<file path="config.mk">
export PLATFORM = sky130hd
export DESIGN_NAME = kbd_num_entry
export DESIGN_NICKNAME = d
export VERILOG_FILES = /design/src/rtl/kbd_pkg.sv /design/src/rtl/bcd3_to_bin.sv /design/src/rtl/kbd_num_entry.sv
export SDC_FILE = /design/constraint.sdc
export NUM_CORES = 1
export LEC_CHECK = 0
export CAP_MARGIN = 20
export CORE_MARGIN = 4
export CORE_UTILIZATION = 47
export CTS_BUF_LIST = sky130_fd_sc_hd__clkbuf_16
export CTS_CLUSTER_SIZE = 14
export DETAILED_ROUTE_END_ITERATION = 12
export PLACE_DENSITY_LB_ADDON = 0.25
export RECOVER_POWER = 50
export SETUP_SLACK_MARGIN = 0.4
export SLEW_MARGIN = 20
export SYNTH_ARGS = -nofsm -noshare
export SYNTH_HDL_FRONTEND = slang
export SYNTH_HIERARCHICAL = 1
export SYNTH_SLANG_ARGS = --single-unit
</file>
<file path="constraint.sdc">
create_clock -name clk -period 7.35 [get_ports clk]
set_clock_uncertainty 0.1 [all_clocks]
set_input_delay 0.735 -clock clk [delete_from_list [all_inputs] [get_ports clk]]
set_output_delay 0.735 -clock clk [all_outputs]
set_load 0.02 [all_outputs]
</file>
<file path="src/rtl/kbd_pkg.sv">
// Shared definitions for the keypad number-entry block: ASCII key codes,
// controller state encoding and the latched-key record.
package kbd_pkg;

    localparam logic [7:0] ASCII_0     = 8'h30;
    localparam logic [7:0] ASCII_9     = 8'h39;
    localparam logic [7:0] ASCII_BS    = 8'h08;
    localparam logic [7:0] ASCII_ENTER = 8'h0D;

    typedef enum logic [1:0] {
        S_WAIT = 2'd0,
        S_POP  = 2'd1,
        S_EXEC = 2'd2,
        S_DONE = 2'd3
    } state_e;

    typedef enum logic [1:0] {
        K_NONE  = 2'd0,
        K_DIGIT = 2'd1,
        K_BS    = 2'd2,
        K_ENTER = 2'd3
    } key_class_e;

    typedef struct packed {
        logic [7:0] code;
        logic       released;
        logic       err;
    } key_t;

    // Release events and corrupted codes fold into K_NONE so they are
    // discarded exactly like an unrecognised key.
    function automatic key_class_e classify(input key_t k);
        key_class_e c;
        c = K_NONE;
        if (!k.released && !k.err) begin
            if (k.code >= ASCII_0 && k.code <= ASCII_9) c = K_DIGIT;
            else if (k.code == ASCII_BS)                c = K_BS;
            else if (k.code == ASCII_ENTER)             c = K_ENTER;
        end
        return c;
    endfunction

endpackage

</file>
<file path="src/rtl/bcd3_to_bin.sv">
// Combinational conversion of three packed BCD digits {d2,d1,d0} to binary.
// Inputs are assumed to be valid BCD, so the result never exceeds 999.
module bcd3_to_bin (
    input  logic [11:0] bcd,
    output logic [9:0]  bin
);

    logic [9:0] d2;
    logic [9:0] d1;
    logic [9:0] d0;

    assign d2 = {6'd0, bcd[11:8]};
    assign d1 = {6'd0, bcd[7:4]};
    assign d0 = {6'd0, bcd[3:0]};

    // d2*100 = d2*(64+32+4), d1*10 = d1*(8+2): shift-add instead of multipliers.
    assign bin = (d2 << 6) + (d2 << 5) + (d2 << 2)
               + (d1 << 3) + (d1 << 1)
               + d0;

endmodule

</file>
<file path="src/rtl/kbd_num_entry.sv">
// Collects up to three decimal digits from a PS/2 ASCII decoder into a BCD
// display register and commits the binary value to the CPU on ENTER.
module kbd_num_entry
    import kbd_pkg::*;
#(
    parameter int MAX_DIGITS = 3
) (
    input  logic        clk,
    input  logic        rst_n,
    input  logic [7:0]  kbd_code,
    input  logic        kbd_ready,
    input  logic        kbd_released,
    input  logic        kbd_err,
    output logic        kbd_read,
    input  logic        clr,
    input  logic        cpu_ack,
    output logic [11:0] bcd,
    output logic [1:0]  digit_cnt,
    output logic [9:0]  value,
    output logic        value_valid
);

    localparam logic [1:0] CNT_MAX = 2'(MAX_DIGITS);

    state_e      state_q, state_d;
    key_t        key_q, key_d;
    logic [11:0] bcd_q, bcd_d;
    logic [1:0]  cnt_q, cnt_d;
    logic [9:0]  value_q, value_d;
    logic        read_prev_q;
    logic [9:0]  bin_w;

    bcd3_to_bin u_bcd3_to_bin (
        .bcd (bcd_q),
        .bin (bin_w)
    );

    always_comb begin
        // NOTE: every combinational output gets a default first, so no path
        // leaves a signal unassigned and no latch is inferred.
        state_d  = state_q;
        key_d    = key_q;
        bcd_d    = bcd_q;
        cnt_d    = cnt_q;
        value_d  = value_q;
        kbd_read = 1'b0;

        unique case (state_q)
            S_WAIT: begin
                if (kbd_ready) begin
                    key_d   = '{code: kbd_code, released: kbd_released, err: kbd_err};
                    state_d = S_POP;
                end
            end

            S_POP: begin
                kbd_read = 1'b1;
                state_d  = S_EXEC;
            end

            S_EXEC: begin
                state_d = S_WAIT;
                unique case (classify(key_q))
                    K_DIGIT: begin
                        if (cnt_q < CNT_MAX) begin
                            bcd_d = {bcd_q[7:0], key_q.code[3:0]};
                            cnt_d = cnt_q + 2'd1;
                        end
                    end
                    K_BS: begin
                        if (cnt_q != 2'd0) begin
                            bcd_d = {4'h0, bcd_q[11:4]};
                            cnt_d = cnt_q - 2'd1;
                        end
                    end
                    K_ENTER: begin
                        if (cnt_q != 2'd0) begin
                            value_d = bin_w;
                            state_d = S_DONE;
                        end
                    end
                    default: ;
                endcase
            end

            S_DONE: begin
                // Keys arriving while the CPU owns the value are drained, but
                // never with two back-to-back pops.
                kbd_read = kbd_ready && !read_prev_q;
                if (cpu_ack) begin
                    bcd_d   = '0;
                    cnt_d   = '0;
                    value_d = '0;
                    state_d = S_WAIT;
                end
            end

            default: state_d = S_WAIT;
        endcase

        // Abort outranks acknowledge and key handling; a pop already in
        // progress still completes so the aborted key is not re-read.
        if (clr) begin
            state_d = S_WAIT;
            key_d   = '0;
            bcd_d   = '0;
            cnt_d   = '0;
            value_d = '0;
        end
    end

    // NOTE: state is updated with non-blocking assignments so every flop
    // samples pre-edge values; all registers, including the latched key,
    // are cleared by the asynchronous reset.
    always_ff @(posedge clk or negedge rst_n) begin
        if (!rst_n) begin
            state_q     <= S_WAIT;
            key_q       <= '0;
            bcd_q       <= '0;
            cnt_q       <= '0;
            value_q     <= '0;
            read_prev_q <= 1'b0;
        end else begin
            state_q     <= state_d;
            key_q       <= key_d;
            bcd_q       <= bcd_d;
            cnt_q       <= cnt_d;
            value_q     <= value_d;
            read_prev_q <= kbd_read;
        end
    end

    assign bcd         = bcd_q;
    assign digit_cnt   = cnt_q;
    assign value       = value_q;
    assign value_valid = (state_q == S_DONE);

endmodule
</file>
# == After elaboration in Yosys (flattened, before gate mapping) ==
# Cells that the tools add are included.
# W data, S select, Z words.
# word_totals
regBits,37
latch_bits,0
ramBits,0
romBits,0
in_bits,15
output_inout_bits,26
word_cells,79
mem_count,0
# op_classes
n_addsub,7
n_mul,0
div_mod_pow,0
n_lt_le_gt_ge,3
n_eq_ne,15
shift,0
muxes,31
bitwise_logic,0
n_reduce_logical,15
# ops
op,count
$mux W10,7
$mux W12,4
$pmux W12 S2,2
$mux W2,13
$pmux W10 S2,1
$eq A8 B4 Y1 const B,2
$ne A3 B3 Y1 const B,4
$add A10 B4 Y10,1
$add A10 B5 Y10,1
$add A10 B6 Y10,1
$add A10 B7 Y10,1
$add A10 B9 Y10,1
$eq A2 B2 Y1 const B,4
$ge A8 B6 Y1 const B,1
$le A8 B6 Y1 const B,1
$ne A4 B4 Y1 const B,2
$pmux W2 S2,2
$pmux W2 S4,1
$reduce_bool A2 Y1,3
$reduce_and A5 Y1,1
$eq A2 B1 Y1 const B,2
$ne A4 B2 Y1 const B,1
$reduce_and A2 Y1,2
$reduce_and A4 Y1,1
8 further kinds,12

# == Longest topological paths before layout ==
# Gate-level depths: netlist of run 1.
# logic_depth
ltp_word,10
depth_mapped,13
mapped_depth_nobuf,13

# == Modules after synthesis ==
# Netlist of run 1, hierarchy kept.
# modules_own_cells
mod,n_inst,cells_per_inst,area_each_um2,seq_area_each_um2
kbd_num_entry,1,179,1936.9,925.9
bcd3_to_bin,1,64,566.8,0.0

# == Worst setup path before layout of run 1 ==
# Ideal clock, no wire load.
# synth_path
path_kind,register -> register
from,"register bcd_q[4], in the netlist bcd[4]"
to,"register value_q[9], in the netlist value[9]"
setup_time_ns,0.079
arrival_time_ns,2.999
t_required_ns,7.171
setup_slack_ns,4.172
stages_incl_launch_ff,14
n_path_buf,0
period_less_slack_ns,3.178
path_cell_list,dfrtp_1 -> inv_1 -> fa_1 -> inv_1 -> fa_1 -> ha_1 -> inv_1 -> fa_1 -> nor2b_4 -> o31a_1 -> o32ai_1 -> a311oi_1 -> nand2_1 -> mux2i_1
# synth_between
elab_chain_len,7
# synth_rtl
item,line_no,source
start: declaration,kbd_num_entry.sv:27,"logic [11:0] bcd_q, bcd_d;"
start signal: assignment,kbd_num_entry.sv:119,bcd_q <= '0;
start signal: assignment,kbd_num_entry.sv:126,bcd_q <= bcd_d;
$add A10 B7 Y10,bcd3_to_bin.sv:18,+ (d1 << 3) + (d1 << 1)
$add A10 B5 Y10 (*),bcd3_to_bin.sv:18,
$add A10 B4 Y10 (*),bcd3_to_bin.sv:19,+ d0;
named net bin_w[9],kbd_num_entry.sv:31,logic [9:0] bin_w;
$mux W10 (*),kbd_num_entry.sv:77,if (cnt_q != 2'd0) begin
$mux W10 (*),kbd_num_entry.sv:63,unique case (classify(key_q))
$pmux W10 S2 (*),kbd_num_entry.sv:48,unique case (state_q)
$mux W10 (*),kbd_num_entry.sv:103,if (clr) begin
end signal: assignment,kbd_num_entry.sv:128,value_q <= value_d;
end: declaration,kbd_num_entry.sv:29,"logic [9:0] value_q, value_d;"
# The timed path passes the listed nets; every way through them passes the cells marked *. The select of a mux whose other input is x is not followed.
# A chain may end at the register's enable or synchronous reset.

# == Worst setup path after layout of run 1 ==
# layout_path
from,register key_q[7] (netlist bit)
to,"register bcd_q[2], in the netlist bcd[2]"
# layout_between
elab_chain_len,10
elab_cells_between_ends,19
cone_classes,order compare (2); eq/ne (7); mux (8); reduce/logical (2)
# layout_rtl
item,line_no,source
start: declaration,kbd_num_entry.sv:26,"key_t key_q, key_d;"
start signal: assignment,kbd_num_entry.sv:125,key_q <= key_d;
"parallel branches: the longest is 3 deep, another holds $ge A8 B6 Y1",-,
$mux W2 (*),kbd_pkg.sv:36,if (k.code >= ASCII_0 && k.code <= ASCII_9) c = K_DIGIT;
$mux W2 (*),kbd_pkg.sv:35,if (!k.released && !k.err) begin
$mux W2 (*),kbd_num_entry.sv:48,
$eq A2 B2 Y1 or $eq A2 B1 Y1 (tied branches),kbd_num_entry.sv:63,
$pmux W12 S2,kbd_num_entry.sv:63,
$pmux W12 S2,kbd_num_entry.sv:48,
$mux W12,kbd_num_entry.sv:103,
# Mark *: on every way between the ends. The select of a mux whose other input is x is not followed.

==> qor.txt, run 1 <==
WL per Instance: 13.8 um
Final ANT Viol Nets: 0
grt ovf: 0
Final Max Slew Viols: 38
Total GRT Usage: 16.5%
fmax: 0.284 GHz
Hold Path Stages: 2
xor and xnor area share after synthesis: 2.75%
final std cells w/o fill: 353
adder and majority cell fraction of the synthesized area: 15.1%
CP required: 7.41 ns
Worst R2R End: bcd[2]
Hold Vio Cnt, Final: 0
Slew HR: -31.2%
worst ir drop on vdd: 0.106 mV
die width: 81.0 um
initial antenna violation count: 0
Cell Pwr Density: 181 mW/mm^2
Setup TNS: 0 ns
DRT Pass-1 Iters: 4
crit path to: bcd[2]
Post-synth top cells: dfrtp_1 (37), inv_1 (36), mux2i_1 (33)
TritonCTS clock tree: done
routability congestion estimate: 0.817
CTS Buf Count: 5
setup ws final: 3.83 ns
minimum clock period: 3.52 ns
CP Capture Type: register
startpoint types: register
IO buf count: 40
Mapped Avg Cell Area: 10.3 um^2
Area Overhead vs Synth: 22.6%
R2R setup slack: 3.83 ns
clk buf depth: 2
unrepaired setup endpoints after global routing: no
number of synthesized register bits: 37
Filler Cell Count: 466
Worst Hold Class: register to register
Post-synth ARST share: 100%
final WL: 4.87 mm
share of the synthesized area in the top cell type: 37.0%
crit path DAT: 3.58 ns
Vias: 1,780
vias per inst: 5.04
post-CTS sizing: 0
crit share post-route: 47.8%
# clock sinks: 37
clock slew at reported path FFs: 0.05 ns
Place WS: 3.86 ns
CP max FO: 14
CTS root buf: clkbuf_16
sequential-to-total area share from yosys stat: 37.0%
Hold-fix buffers, CTS: 0
latest clock arrival within the worst-skew pair: 0.28 ns
DR top layer: met4
Post-synth EDFFs: 0
ant diodes: 0
metal3 WL: 255 um
count of boundary I/O pins: 41
Lkg Pwr: 0.00146 uW
pin count of the biggest net entering global routing: 38
worst slew pin tran: 1.97 ns
violated checks: capacitance limit, slew limit
# setup viols final: 0
FF-to-FF Start: key_q[7]
FP Rows: 26
CP startpoint: key_q[7]
Post-Synthesis Cells: 243
post-synthesis compound-gate area fraction: 7.75%
metal2 WL: 2.39 mm
Register Area: 926 um^2
area of the multi-input gates: 0.00138 mm^2
first-pass GRT wire length: 8.34 mm
most frequent cell after synthesis: dfrtp_1
number of global-route vias before repair: 1,794
M1 WL: 2.14 mm
synthesized net count: 284
Primary FF master, synth: dfrtp_1
Die ar.: 0.00656 mm^2
Reg2Reg Depth: 8
Area contributors post-synth: dfrtp_1 (37%), mux2i_1 (13%), ha_1 (9.5%)
share of cells above drive strength 1: 6.71%
initial DRC count: 67
kind of critical path: register to register
biggest area consumer among synthesized cells: dfrtp_1
drt drc: 0
die height: 81.0 um
max-cap check violation count: 1
mux share of post-synthesis cell area: 18.0%
simple-gate share of the synthesized area: 11.9%
hpwl dp: 3.69 mm
total placed cells including tap cells: 345
core footprint: 0.00514 mm^2
Setup Buffers After CTS: 0
H-Tree Depth: 2
fin nets: 323
library cells used by synthesis: 42
starting density of the core: 48.7%
status: complete, but fails checks
Syn. warnings: 6
main combinational cell family by area after synthesis: multiplexers
mapped cell area: 0.00250 mm^2
[layer usage]
metal	track usage (%)	vias up
met1	20.7	860
met5	0	-
met3	4.55	7
li1	-	878
met2	26.8	35
met4	6.76	0
[registers in the layout, indices dropped and copies added, names as in the netlist]
register / count
key_q: 10
state_q: 2
value: 10
read_prev_q: 1
bcd: 12
digit_cnt: 2
[report_power, final]
group / switching, uW / leakage (uW) / total, uW / internal, uW
Combinational: 59.0 / 0.000885 / 115 / 55.7
Sequential: 19.4 / 0.000504 / 237 / 218
Clock: 79.9 / 0.0000748 / 203 / 123
[worst max-delay path: stages, from the launching register on]
cell	delay [ns]
dfrtp_1	0.39
nor4b_1	0.40
nand2_1	0.11
nor4_1	0.54
ha_1	0.36
a31oi_2	0.19
nor2b_4	0.06
a311oi_4	0.85
mux2_1	0.39
[per-stage QoR]
stage / util [%] / cell area [um^2] / total power, uW / hold slack (ns)
6_report: 59.7 / 3070 / 555 / 0.409
4_1_cts: 59.9 / 3080 / 560 / 0.419
3_5_place_dp: 57.2 / 2940 / 358 / 0.409
5_1_grt: 59.7 / 3070 / 584 / 0.432
2_1_floorplan: - / 2500 / 312 / 0.339
3_3_place_gp: 57.2 / 2940 / 355 / 0.405
[worst min-delay path by stage]
stage,startpoint,to,slack (ns)
6_report,value[7],value[7],0.41
5_1_grt,value[7],value[7],0.43
4_1_cts,value[7],value[7],0.42
3_5_place_dp,value[4],value[4],0.41
3_3_place_gp,value[8],value[8],0.40
2_1_floorplan,rst_n,bcd[0],0.34
[cells in the final DEF (no fill, tap or decap), drive strengths merged, types with 3 or more instances in the layout]
cell type / Yosys / routed
nand2: 19 / 19
nor2: 27 / 27
dlygate4sd3: 0 / 3
xnor2: 5 / 5
mux2i: 33 / 33
dfrtp: 37 / 37
mux2: 9 / 9
inv: 36 / 37
ha: 19 / 19
a21oi: 8 / 8
o21ai: 4 / 4
clkbuf: 4 / 6
nand2b: 3 / 3
fa: 7 / 7
clkdlybuf4s50: 0 / 36
[logic make-up (layout without fill, tap and decap cells)]
| group | after synthesis | after routing |
|---|---|---|
| adder cells (fa/ha/maj) | 26 | 26 |
| multiplexers | 42 | 42 |
| AND/OR/NAND/NOR | 60 | 60 |
| flip-flops | 37 | 37 |
| XOR/XNOR | 7 | 7 |
| AO/OA/AOI/OAI | 26 | 26 |
| buffers and inverters | 45 | 85 |
[cell type report]
class | instances | share of cell area (%)
clock buffers | 5 | 4.07
clock inverters | 3 | 0.448
inverters | 36 | 4.40
multi-input cells | 161 | 45.0
flip-flops and latches | 37 | 30.2
well taps | 70 | 2.85
repair buffers | 41 | 13.1
(Power assumes the default switching activity.)
==> inputs of run 2 (changes only) <==
Clock period 7.35 ns to 3.6 ns, I/O delays scaled along.
==> run 2 against run 1 <==
Compared with the run above: the run still ends with capacitance limit, slew limit left; via count grew 2.5%; non-clock buffer count is 9 higher; combinational power grew 110%; sequential share of layout area is 1.1 points lower; cell count up 2.5%; total power is 120% higher; fmax grew 11%.
==> qor.txt, run 2 (synthesis gave the netlist of run 1 again) <==
WL per Instance: 14.0 um
Hold Vio Cnt, Final: 0
IO buf count: 40
Die ar.: 0.00656 mm^2
Area Overhead vs Synth: 27.4%
starting density of the core: 48.7%
count of boundary I/O pins: 41
dpl cell area: 0.00296 mm^2
first-pass GRT wire length: 8.07 mm
grt ovf: 0
Vias: 1,824
H-Tree Depth: 2
CP required: 3.71 ns
fmax: 0.315 GHz
unrepaired setup endpoints after global routing: yes
drt drc: 0
FP Rows: 26
die width: 81.0 um
routability congestion estimate: 0.809
Total GRT Usage: 16.5%
Final ANT Viol Nets: 0
Largest register FFs: 12
number of global-route vias before repair: 1,666
Final Max Slew Viols: 38
# clock sinks: 37
hpwl dp: 3.71 mm
fin util: 62.1%
Setup TNS: 0 ns
violated checks: capacitance limit, slew limit
CP Capture Type: register
commonest non-fill, non-tap cell in the layout: clkdlybuf4s50_1
Worst Hold Class: register to register
fin area: 0.00319 mm^2
share of cells above drive strength 1: 12.3%
clock slew at reported path FFs: 0.06 ns
DRT Pass-1 Iters: 4
status: complete, but fails checks
Slew HR: -34.0%
CTS root buf: clkbuf_16
worst ir drop on vdd: 0.224 mV
latest clock arrival within the worst-skew pair: 0.28 ns
Hold-fix buffers, CTS: 0
crit share post-route: 88.3%
Cell Pwr Density: 385 mW/mm^2
max-cap check violation count: 1
final WL: 5.06 mm
minimum clock period: 3.18 ns
startpoint types: register
most frequent cells in the layout: clkdlybuf4s50_1 (37), dfrtp_1 (36), inv_1 (34), mux2i_1 (33), nor2_1 (27)
fin nets: 332
core footprint: 0.00514 mm^2
TritonCTS clock tree: done
crit path DAT: 3.28 ns
CP max FO: 3
worst slew pin tran: 2.01 ns
ant diodes: 0
initial antenna violation count: 0
die height: 81.0 um
initial DRC count: 90
Lkg Pwr: 0.00151 uW
vias per inst: 5.04
kind of critical path: register to register
# setup viols final: 0
clk buf depth: 2
CTS Buf Count: 5
pin count of the biggest net entering global routing: 38
==> run 2: cell count changes in the layout (fill, tap and decap cells not counted), moves of 2 or more <==
cell | previous run | this run
buf_4 | 1 | 10
inv_1 | 37 | 34
inv_2 | 0 | 2
clkinv_2 | 2 | 0
==> run 2: what timing repair did <==
item | in CTS | in global routing
resized for setup | 3 | 4
cloned | 0 | 0
pin swaps | 0 | 6
endpoints found under the setup margin | 5 | 1
buffers inserted | 2 | 5
==> run 2: through the flow <==
stage | setup WS, ns | total power (uW) | hold WS (ns) | std cells
after detailed placement | 0.277 | 732 | 0.410 | 347
after global routing | 0.222 | 1290 | 0.437 | 362
final | 0.422 | 1230 | 0.414 | 362
after global placement | 0.447 | 726 | 0.404 | 347
after CTS | 0.409 | 1240 | 0.115 | 357
after floorplan | 0.422 | 636 | -0.0356 | 243
==> run 2: critical path: stages (launching register included) <==
cell	delay [ns]
dfrtp_1	0.38
inv_2	0.05
fa_1	0.53
inv_1	0.05
fa_1	0.50
ha_2	0.20
inv_2	0.04
fa_2	0.37
nor2b_4	0.12
o31a_1	0.19
o32ai_2	0.09
a311oi_1	0.26
nand2_1	0.08
mux2i_1	0.14
==> run 2: where the power goes <==
part	switching, uW	total (uW)	internal, uW	leakage [uW]
clock network	175	503	328	0.0000800
registers	38.5	483	444	0.000502
logic	125	244	119	0.000929
==> run 2: final timing paths <==
check | start | to | slack [ns] | cells after the start
worst min-delay path | value[1] | value[1] | 0.41 | 2
min in group asynchronous | rst_n | bcd[3] | 0.55 | 1
worst min register to register | value[1] | value[1] | 0.41 | 2
worst max-delay path | bcd[3] | value[9] | 0.42 | 13
max in group asynchronous | rst_n | bcd[6] | 1.56 | 1
worst max register to register | bcd[3] | value[9] | 0.42 | 13
==> run 2: metal layers <==
metal | global-route usage, % | wire (um) | vias up
met4 | 5.57 | 67 | 0
met1 | 20.3 | 2210 | 873
met5 | 0 | 0 | -
li1 | - | - | 900
met3 | 4.43 | 238 | 6
met2 | 27.8 | 2540 | 45
==> run 2: area by class of cell <==
cell class / instances / area (um^2)
clock buffer: 5 / 125
inverter: 36 / 135
clock inverter: 3 / 46.3
sequential: 37 / 927
tap: 70 / 87.6
multi-input combinational: 161 / 1400
fill: 454 / 1950
timing repair buffer: 50 / 469
